`config.mk`:
```
export PLATFORM = sky130hd
export DESIGN_NAME = multichannel_power_detector
export DESIGN_NICKNAME = d
export VERILOG_FILES = /design/src/rtl/power_det_pkg.sv /design/src/rtl/iq_power_stage.sv /design/src/rtl/multichannel_power_detector.sv
export SDC_FILE = /design/constraint.sdc
export NUM_CORES = 2
export LEC_CHECK = 0
export ABC_AREA = 1
export BUFFER_PORTS_ARGS = -buffer_cell sky130_fd_sc_hd__buf_2
export CAP_MARGIN = 5
export CORE_ASPECT_RATIO = 1.4
export CORE_UTILIZATION = 55
export DETAILED_ROUTE_END_ITERATION = 8
export GPL_TIMING_DRIVEN = 0
export PLACE_DENSITY = 0.7
export SYNTH_ARGS = -nofsm -noshare
export SYNTH_HDL_FRONTEND = slang
export SYNTH_SLANG_ARGS = --single-unit
```
`constraint.sdc`:
```
create_clock -name clk -period 19.6 [get_ports clk]
set_input_delay 3.92 -clock clk [delete_from_list [all_inputs] [get_ports clk]]
set_output_delay 3.92 -clock clk [all_outputs]
set_load 0.005 [all_outputs]
```
`src/rtl/power_det_pkg.sv`:
```
// ----------------------------------------------------------------------------
// power_det_pkg
// Shared defaults and helpers for the multichannel power detector and any
// block that reuses its power stage (e.g. the AGC).
//   DEF_*          default widths for IQ samples, outputs and window exponent
//   acc_width()    accumulator width that cannot overflow for a full window
//   sat_shift()    right shift of an accumulated sum, saturated to out_width
// ----------------------------------------------------------------------------
package power_det_pkg;

    localparam int DEF_IQ_WIDTH     = 16;
    localparam int DEF_OUT_WIDTH    = 32;
    localparam int DEF_MAX_WIN_BITS = 12;

    // Width of the operand handed to sat_shift(); accumulators are
    // zero-extended to this before shifting.
    localparam int SAT_IN_WIDTH = 64;

    // I^2+Q^2 needs 2*iq_width+1 bits; summing 2^max_win_bits of them adds
    // max_win_bits more.
    function automatic int acc_width(input int iq_width, input int max_win_bits);
        return 2 * iq_width + 1 + max_win_bits;
    endfunction

    function automatic logic [SAT_IN_WIDTH-1:0] sat_shift(
        input logic [SAT_IN_WIDTH-1:0] value,
        input logic [3:0]              shift,
        input int                      out_width
    );
        logic [SAT_IN_WIDTH-1:0] shifted;
        logic [SAT_IN_WIDTH-1:0] limit;
        shifted = value >> shift;
        if (out_width >= SAT_IN_WIDTH)
            limit = '1;
        else
            limit = (SAT_IN_WIDTH'(1) << out_width) - SAT_IN_WIDTH'(1);
        return (shifted > limit) ? limit : shifted;
    endfunction

endpackage

```
`src/rtl/iq_power_stage.sv`:
```
// ----------------------------------------------------------------------------
// iq_power_stage
// Registered instantaneous power: power = I^2 + Q^2 (unsigned), with the
// channel tag and qualifier carried alongside.
//   clk, rst        clock, async active-high reset
//   clear           synchronous flush of the valid flag
//   i_in, q_in      signed samples
//   ch_in           channel tag of the sample
//   valid_in        sample qualifier
//   power           registered I^2+Q^2, 2*IQ_WIDTH+1 bits
//   ch, valid       registered tag and qualifier
// ----------------------------------------------------------------------------
module iq_power_stage
    import power_det_pkg::*;
#(
    parameter int IQ_WIDTH = DEF_IQ_WIDTH,
    parameter int CH_BITS  = 2
) (
    input  logic                  clk,
    input  logic                  rst,
    input  logic                  clear,
    input  logic [IQ_WIDTH-1:0]   i_in,
    input  logic [IQ_WIDTH-1:0]   q_in,
    input  logic [CH_BITS-1:0]    ch_in,
    input  logic                  valid_in,
    output logic [2*IQ_WIDTH:0]   power,
    output logic [CH_BITS-1:0]    ch,
    output logic                  valid
);

    logic signed [2*IQ_WIDTH-1:0] i_ext;
    logic signed [2*IQ_WIDTH-1:0] q_ext;
    logic signed [2*IQ_WIDTH-1:0] i_sq;
    logic signed [2*IQ_WIDTH-1:0] q_sq;
    logic        [2*IQ_WIDTH:0]   power_next;

    // Squares are computed at full product width; the largest one
    // ((-2^(W-1))^2 = 2^(2W-2)) is still positive in 2W signed bits.
    assign i_ext = {{IQ_WIDTH{i_in[IQ_WIDTH-1]}}, i_in};
    assign q_ext = {{IQ_WIDTH{q_in[IQ_WIDTH-1]}}, q_in};
    assign i_sq  = i_ext * i_ext;
    assign q_sq  = q_ext * q_ext;

    // Both squares are non-negative, so zero extension is exact and the
    // extra bit holds the carry of the sum.
    assign power_next = {1'b0, i_sq} + {1'b0, q_sq};

    always_ff @(posedge clk or posedge rst) begin
        if (rst) begin
            power <= '0;
            ch    <= '0;
            valid <= 1'b0;
        end else begin
            power <= power_next;
            ch    <= ch_in;
            valid <= valid_in && !clear;
        end
    end

endmodule

```
`src/rtl/multichannel_power_detector.sv`:
```
// ----------------------------------------------------------------------------
// multichannel_power_detector
// Time-multiplexed average power detector. Each channel accumulates I^2+Q^2
// over a 2^win window; at window end the truncated average, channel tag,
// threshold flag and per-channel peak-hold are presented for one cycle.
//   clk, rst           clock, async active-high reset
//   i_in, q_in         signed IQ samples
//   ch_in              channel of the sample (>= NUM_CH is dropped)
//   sample_valid_in    sample qualifier
//   win_bits_cfg       window exponent, clamped to MAX_WIN_BITS
//   threshold_cfg      unsigned detection threshold
//   clear_in           synchronous clear of all channel state
//   avg_power_out      window average (saturated to OUT_WIDTH)
//   avg_ch_out         channel of avg_power_out
//   avg_power_valid    one-cycle strobe qualifying the avg_* outputs
//   above_thresh_out   avg_power_out > threshold_cfg
//   peak_hold_out      max average of avg_ch_out since clear/reset
// Pipeline: sample edge -> power (stage 1) -> accumulate/window end
// (stage 2) -> outputs and peak update (stage 3).
// ----------------------------------------------------------------------------
module multichannel_power_detector
    import power_det_pkg::*;
#(
    parameter int IQ_WIDTH     = DEF_IQ_WIDTH,
    parameter int NUM_CH       = 4,
    parameter int CH_BITS      = 2,
    parameter int MAX_WIN_BITS = DEF_MAX_WIN_BITS,
    parameter int OUT_WIDTH    = DEF_OUT_WIDTH
) (
    input  logic                  clk,
    input  logic                  rst,
    input  logic [IQ_WIDTH-1:0]   i_in,
    input  logic [IQ_WIDTH-1:0]   q_in,
    input  logic [CH_BITS-1:0]    ch_in,
    input  logic                  sample_valid_in,
    input  logic [3:0]            win_bits_cfg,
    input  logic [OUT_WIDTH-1:0]  threshold_cfg,
    input  logic                  clear_in,
    output logic [OUT_WIDTH-1:0]  avg_power_out,
    output logic [CH_BITS-1:0]    avg_ch_out,
    output logic                  avg_power_valid,
    output logic                  above_thresh_out,
    output logic [OUT_WIDTH-1:0]  peak_hold_out
);

    localparam int ACC_WIDTH = acc_width(IQ_WIDTH, MAX_WIN_BITS);
    localparam int P_WIDTH   = 2 * IQ_WIDTH + 1;
    localparam int CNT_WIDTH = MAX_WIN_BITS;
    localparam logic [3:0]         WIN_MAX  = 4'(MAX_WIN_BITS);
    localparam logic [CH_BITS:0]   NUM_CH_L = (CH_BITS + 1)'(NUM_CH);

    // ---------------- stage 1: instantaneous power ----------------
    logic                  ch_ok;
    logic                  stage_valid_in;
    logic [3:0]            win_cfg_clamped;
    logic [P_WIDTH-1:0]    s1_power;
    logic [CH_BITS-1:0]    s1_ch;
    logic                  s1_valid;
    logic [3:0]            s1_win;

    assign ch_ok           = ({1'b0, ch_in} < NUM_CH_L);
    assign stage_valid_in  = sample_valid_in && ch_ok && !clear_in;
    assign win_cfg_clamped = (win_bits_cfg > WIN_MAX) ? WIN_MAX : win_bits_cfg;

    iq_power_stage #(
        .IQ_WIDTH (IQ_WIDTH),
        .CH_BITS  (CH_BITS)
    ) u_power (
        .clk      (clk),
        .rst      (rst),
        .clear    (clear_in),
        .i_in     (i_in),
        .q_in     (q_in),
        .ch_in    (ch_in),
        .valid_in (stage_valid_in),
        .power    (s1_power),
        .ch       (s1_ch),
        .valid    (s1_valid)
    );

    // The window size travels with the sample so that it reflects the
    // configuration at the time the sample was presented.
    always_ff @(posedge clk or posedge rst) begin
        if (rst)
            s1_win <= '0;
        else
            s1_win <= win_cfg_clamped;
    end

    // ---------------- stage 2: per-channel accumulation ----------------
    logic [ACC_WIDTH-1:0]  acc  [NUM_CH];
    logic [CNT_WIDTH-1:0]  cnt  [NUM_CH];
    logic [3:0]            win  [NUM_CH];
    logic [OUT_WIDTH-1:0]  peak [NUM_CH];

    logic [CNT_WIDTH-1:0]    cur_cnt;
    logic [3:0]              cur_win;
    logic [CNT_WIDTH:0]      term_cnt;
    logic                    win_end;
    logic [ACC_WIDTH-1:0]    acc_sum;
    logic [SAT_IN_WIDTH-1:0] sat_val;
    logic [OUT_WIDTH-1:0]    avg_next;

    always_comb begin
        cur_cnt  = cnt[s1_ch];
        // First sample of a window uses the freshly latched size.
        cur_win  = (cur_cnt == '0) ? s1_win : win[s1_ch];
        term_cnt = ((CNT_WIDTH + 1)'(1) << cur_win) - (CNT_WIDTH + 1)'(1);
        win_end  = s1_valid && ({1'b0, cur_cnt} == term_cnt);
        acc_sum  = acc[s1_ch] + ACC_WIDTH'(s1_power);
        sat_val  = sat_shift(SAT_IN_WIDTH'(acc_sum), cur_win, OUT_WIDTH);
        avg_next = sat_val[OUT_WIDTH-1:0];
    end

    // ---------------- stage 3: outputs and peak-hold ----------------
    logic                  end_valid;
    logic [CH_BITS-1:0]    end_ch;
    logic [OUT_WIDTH-1:0]  end_avg;
    logic [OUT_WIDTH-1:0]  peak_cur;
    logic [OUT_WIDTH-1:0]  peak_next;

    always_comb begin
        peak_cur  = peak[end_ch];
        peak_next = (end_avg > peak_cur) ? end_avg : peak_cur;
    end

    always_ff @(posedge clk or posedge rst) begin
        if (rst) begin
            for (int k = 0; k < NUM_CH; k++) begin
                acc[k]  <= '0;
                cnt[k]  <= '0;
                win[k]  <= '0;
                peak[k] <= '0;
            end
            end_valid        <= 1'b0;
            end_ch           <= '0;
            end_avg          <= '0;
            avg_power_out    <= '0;
            avg_ch_out       <= '0;
            avg_power_valid  <= 1'b0;
            above_thresh_out <= 1'b0;
            peak_hold_out    <= '0;
        end else if (clear_in) begin
            // Clear wins over everything in flight; outputs keep their
            // last values but no strobe is raised.
            for (int k = 0; k < NUM_CH; k++) begin
                acc[k]  <= '0;
                cnt[k]  <= '0;
                peak[k] <= '0;
            end
            end_valid       <= 1'b0;
            avg_power_valid <= 1'b0;
        end else begin
            if (s1_valid) begin
                if (cur_cnt == '0)
                    win[s1_ch] <= cur_win;
                if (win_end) begin
                    acc[s1_ch] <= '0;
                    cnt[s1_ch] <= '0;
                end else begin
                    acc[s1_ch] <= acc_sum;
                    cnt[s1_ch] <= cur_cnt + CNT_WIDTH'(1);
                end
            end

            end_valid <= win_end;
            end_ch    <= s1_ch;
            end_avg   <= avg_next;

            avg_power_valid <= end_valid;
            if (end_valid) begin
                avg_power_out    <= end_avg;
                avg_ch_out       <= end_ch;
                above_thresh_out <= (end_avg > threshold_cfg);
                peak_hold_out    <= peak_next;
                peak[end_ch]     <= peak_next;
            end
        end
    end

endmodule

```
Yosys cells after proc, flatten, opt, wreduce, memory -nomap -nowiden --
Index checks and enable logic that the tools add are counted.
Storage, ports and cells: flip-flop bits (word level) 515, input bits 74
Cells by class: $add $sub $neg 4, multipliers 2, $lt $le $gt $ge 8, eq/ne operators 1, shifts and indexed selects 2, mux-type cells 38, bitwise logic cells 7, reductions and logical operators 11
Operators by type and width (count):
- 180-bit 2-to-1 mux | 3
- 128-bit 2-to-1 mux | 2
- 180-bit AND | 1
- 180-bit bitwise mux | 1
- 180-bit inverter | 1
- 32-bit 2-to-1 mux | 5
- 48-bit 2-to-1 mux | 3
- 45-bit 2-to-1 mux | 3
- 128-bit bitwise mux | 1
- 45-bit binary-select mux with 2-bit select | 1
- 45-bit demux with 2-bit select | 1
- 32-bit binary-select mux with 2-bit select | 1
- 32-bit demux with 2-bit select | 1
- 32-bit > comparator | 2
- 64-bit by 32-bit > comparator with 1-bit output, second input constant | 1
- 16-bit by 16-bit multiplier with 32-bit output | 2
- 45-bit by 4-bit right shift with 64-bit output | 1
- 48-bit AND | 1
- 48-bit bitwise mux | 1
- 48-bit inverter | 1
- 45-bit by 33-bit adder with 45-bit output | 1
- 12-bit 2-to-1 mux | 3
- 32-bit by 32-bit adder with 33-bit output | 1
- 12-bit binary-select mux with 2-bit select | 1
- other kinds (21) | 34

Depth between registers and ports, before layout --
depth in word-level cells 13, depth in mapped cells 37

Modules after synthesis --
A second synthesis with hierarchy kept.
Second synthesis, totals: cell total of the unflattened synthesis 6855, area, all modules 50807.5 sq um
Modules (own cells, without submodules):
- multichannel_power_detector | instances 1, cells an instance 3807, area an instance 28099.4 sq um
- iq_power_stage | instances 1, cells an instance 3048, area an instance 22708.0 sq um

Least setup slack after synthesis --
OpenSTA, ideal clock, no wires.
path type input to register, from in i_in[15], to reg u_power.power[31], arrival 10.618 ns, data required time 19.477 ns, path slack 8.859 ns, stages 31, cells stage by stage clkbuf_1 -> clkinv_1 -> or2_2 -> xor2_1 -> ha_1 -> inv_1 -> fa_1 -> inv_1 -> fa_1 -> fa_1 -> fa_1 -> inv_1 -> fa_1 -> inv_1 -> ha_1 -> a21oi_1 -> a21boi_0 -> o21ai_0 -> a21oi_1 -> o21ai_0 -> nand2_1 -> nand2_1 -> nand2_1 -> nand2_1 -> ha_1 -> a21o_1 -> a21oi_1 -> o21ai_0 -> a221oi_1 -> nand2_1 -> xor2_1
On the way: cells in the longest elaborated chain, start to end 2
Ends and longest elaborated chain:
- from (decl) | RTL line multichannel_power_detector.sv:32 | input logic [IQ_WIDTH-1:0] i_in,
- 16-bit by 16-bit multiplier with 32-bit output | RTL line iq_power_stage.sv:41 | assign i_sq = i_ext * i_ext;
- 32-bit by 32-bit adder with 33-bit output | RTL line iq_power_stage.sv:46 | assign power_next = {1'b0, i_sq} + {1'b0, q_sq};
- via u_power.power_next[31] | RTL line iq_power_stage.sv:35 | logic [2*IQ_WIDTH:0] power_next;
- to (signal assigned) | RTL line iq_power_stage.sv:54 | power <= power_next;
- to (decl) | RTL line iq_power_stage.sv:26 | output logic [2*IQ_WIDTH:0] power,
The timed path passes the listed nets, and every way through them passes these cells. A chain may end at the register's enable or synchronous reset.

Worst setup path after layout --
from in q_in[4], to reg u_power.power[30]
On the way: cells in the longest elaborated chain, start to end 2
Ends and longest elaborated chain:
- from (decl) | RTL line multichannel_power_detector.sv:33 | input logic [IQ_WIDTH-1:0] q_in,
- 16-bit by 16-bit multiplier with 32-bit output | RTL line iq_power_stage.sv:42 | assign q_sq = q_ext * q_ext;
- 32-bit by 32-bit adder with 33-bit output | RTL line iq_power_stage.sv:46
- via u_power.power_next[30] | RTL line iq_power_stage.sv:35
The timed path passes the listed nets, and every way through them passes these cells.

==> results.md <==
- Clock latency reported for the late side of the worst-skew pair: 0.63 ns
- Gpl congestion: 0.9806
- # Max-Cap Violations: 0
- # resized after CTS: 0
- Half-perimeter wire length of the detailed placement result: 115300 um
- Library cell contributing the largest single delay on the critical path: sky130_fd_sc_hd__o21ai_0
- Deepest level of the CTS H-tree: 2
- Count of yosys warnings during synthesis: 0
- Post-CTS repair timing setup buffer count: 0
- Number of global-route vias before repair: 42050
- Avg Synthesized Cell Area: 7.957 um2
- Main synth FF type: sky130_fd_sc_hd__dfrtp_1
- Count of mapped cells out of synthesis: 5976
- Post-layout nets: 7018
- CTS clock-pin slew for the worst setup and hold paths: 0.06 ns
- Die Footprint: 87650 um2
- Critical Setup Path Class: in2reg
- Sequential fraction of the synthesis area: 27.10%
- Final hold slack: 0.4720 ns
- Setup repair after global routing missed its margin: no
- Kind of path behind the tightest hold check: reg2reg
- Number of hold-slack violations in the final timing report: 0
- Maximum number of pins on one net before global-route repair: 115
- Startpoint of the tightest hold check path: peak_hold_out[21]
- Initial core utilization: 55.52%
- Actual slew at the worst max-slew pin: 0.9928 ns
- Drt first pass iters: 6
- Antenna diode count: 0
- Critical path's most frequent cell: sky130_fd_sc_hd__nand2_1
- CP startpoint kind: input port
- Max transition margin: 33.11%
- Hold-critical path endpoint: peak_hold_out[21]
- Boundary Pins: 142
- Cell area after synthesis: 47550 um2
- Final routed DRC violation total: 0
- Maximum net fanout on the critical path: 10
- Number of CTS-inserted buffers: 49
- Avg WL per Cell: 19.83 um
- Layout Skew: 0.02179 ns
- Horizontal die dimension: 250.5 um
- Cell chosen for the clock root: sky130_fd_sc_hd__clkbuf_16
- Reg2Reg Setup Slack: 13.04 ns
- Max incr delay on CP: 0.81 ns
- Layout cell share with drive strength beyond 1: 5.764%
- Element type at the critical path end: flip-flop
- Highest clock frequency the design can meet: 81.26 MHz
- Number of storage elements in the synthesis netlist: 515
- EDFF count, synth: 0
- Longest Clk Path Bufs: 3
- Worst hold stages: 2
- Setup violators final: 0
- Port Buffers: 127
- Reg2reg path depth: 28
- Core Rows: 127
- Cell type group with the largest total delay on the critical path: adder cells
- Cts-stage hold buffer count: 0
- Number of distinct library cell variants in the gate-level netlist after synthesis: 56
- Total number of vias: 40690
- Mean number of vias per cell: 5.582
- Period Utilization, post-route: 62.79%
- Placeable Area: 85650 um2
- Reg2Reg Capture Point: end_avg[9]
- Buffering stage count on the worst path with inverters included: 8
- Final period demand of the worst path: 12.31 ns
- Gr ovfl total: 0
- # clock sinks: 515
- Total wire length: 144600 um
- Gr usage total: 33.52%
- Data arrival, critical path: 12.84 ns
- Max Transition Viols Final: 0
- Wire length of the first global-routing pass: 226500 um
- Area growth from synthesis to final layout: 8.070%
- Launching point of the worst reg2reg path: u_power.ch[0]
- Die Height: 349.9 um
- CTS tree: yes
- Util after Layout: 60.00%
- Share of synthesized registers carrying an async set or reset: 100.0%
- Starting DRC count in detailed routing: 2930
- Number of antenna violations at the first check in global routing: 0
- Required time at the endpoint of the critical path: 20.13 ns
- Number of nets produced by synthesis: 6835
- Run status: finished clean
- Antenna Nets Post-Route: 0
## metrics by stage
step	area [um2]	setup slack (ns)	TNS (ns)	cells
3_5_place_dp	49700	6.676	0	7204
4_1_cts	51390	7.317	0	7290
5_1_grt	51390	6.610	0	7290
3_3_place_gp	49560	-4.350	-2223.61	7199
2_1_floorplan	47550	1.295	0	5976
6_report	51390	7.294	0	7290
## state kept, by name (all words and copies together) (netlist names)
register and count:
above_thresh_out 1, acc 180, avg_ch_out 2, avg_power_out 32, avg_power_valid 1, cnt 48
end_avg 32, end_ch 2, end_valid 1, peak 128, peak_hold_out 32, s1_win 4
u_power.ch 2, u_power.power 33, u_power.valid 1, win 16
## how the worst max path moves through the flow
stage,cells past startpoint,to,startpoint
after global placement,2,peak_hold_out[2],rst
after CTS,35,u_power.power[30],q_in[4]
after floorplan,1,above_thresh_out,rst
final,35,u_power.power[30],q_in[4]
after detailed placement,35,u_power.power[30],q_in[4]
after global routing,35,u_power.power[30],q_in[4]
## worst register-to-register path: cells and delay by family, from the launching register on
family,cells,cell delay (ns)
and+or+nand+nor,18,2.94
buffers and inverters,6,2.33
AOI/OAI and AO/OA,3,0.61
DFF,1,0.38
adders and majority gates,1,0.20
## kinds of logic (layout without fill, tap and decap cells)
| logic type | Yosys count | in the layout | synth area share [%] |
|---|---|---|---|
| AO/OA/AOI/OAI | 963 | 963 | 12.01 |
| XOR/XNOR | 147 | 147 | 2.708 |
| adder cells (fa/ha/maj) | 785 | 785 | 28.19 |
| buffers and inverters | 1458 | 1676 | 11.78 |
| flip-flops | 515 | 515 | 27.10 |
| multiplexers | 1 | 1 | 0.02105 |
| other | 2 | 2 | 0.01579 |
| AND/OR/NAND/NOR | 2105 | 2105 | 18.17 |
## layout by cell type, fill, tap and decap left out, types with 10 or more instances in the layout
cell type,count
sky130_fd_sc_hd__and2_1,10
sky130_fd_sc_hd__a21o_1,12
sky130_fd_sc_hd__a22oi_1,58
sky130_fd_sc_hd__buf_1,19
sky130_fd_sc_hd__a21oi_1,200
sky130_fd_sc_hd__o21ai_2,40
sky130_fd_sc_hd__o211ai_1,32
sky130_fd_sc_hd__xor2_1,94
sky130_fd_sc_hd__a21boi_0,14
sky130_fd_sc_hd__dfrtp_1,515
sky130_fd_sc_hd__nand2_2,10
sky130_fd_sc_hd__fa_1,477
sky130_fd_sc_hd__a221oi_1,34
sky130_fd_sc_hd__nand3_1,336
sky130_fd_sc_hd__inv_1,1185
sky130_fd_sc_hd__nand4_1,46
sky130_fd_sc_hd__o21ai_0,250
sky130_fd_sc_hd__o31ai_1,34
sky130_fd_sc_hd__clkbuf_16,49
sky130_fd_sc_hd__ha_1,308
sky130_fd_sc_hd__o21ai_1,149
sky130_fd_sc_hd__nand2_1,1438
sky130_fd_sc_hd__o22ai_1,99
sky130_fd_sc_hd__clkbuf_8,12
sky130_fd_sc_hd__o21bai_1,14
sky130_fd_sc_hd__buf_2,170
sky130_fd_sc_hd__xnor2_1,53
sky130_fd_sc_hd__nor2_1,210
sky130_fd_sc_hd__clkbuf_1,193
sky130_fd_sc_hd__nor3_1,22
## cells in the mapped netlist (all sizes together) (58+ instances only)
cell	instances	area, um2
buf	74	402.9
nor2	220	860.8
xor2	94	823.3
clkbuf	183	686.9
a22oi	58	435.4
o22ai	99	619.3
nand3	339	1712
dfrtp	515	12890
ha	308	3854
inv	1197	4498
a21oi	203	1027
fa	477	9549
o21ai	439	2347
nand2	1449	5472
## area by class of cell
cell class,instances,area [um2]
plain buffers,257,1090
clock buffers,71,1429
clock inverters,15,256.5
fillers,8021,34260
inverters,1201,4521
multi-input cells,4003,29060
flip-flops and latches,515,12890
well taps,1096,1371
repair buffers,132,773.2
## layer usage
layer / GRT usage [%] / routed length, um
met5: 0 / 0
met3: 3.422 / 6906
met1: 36.71 / 52070
met4: 23.07 / 10850
met2: 60.97 / 74760
Power is left out: the tool's default activity adds up to more than one toggle a clock period on the data nets, which glitch-free logic cannot reach.
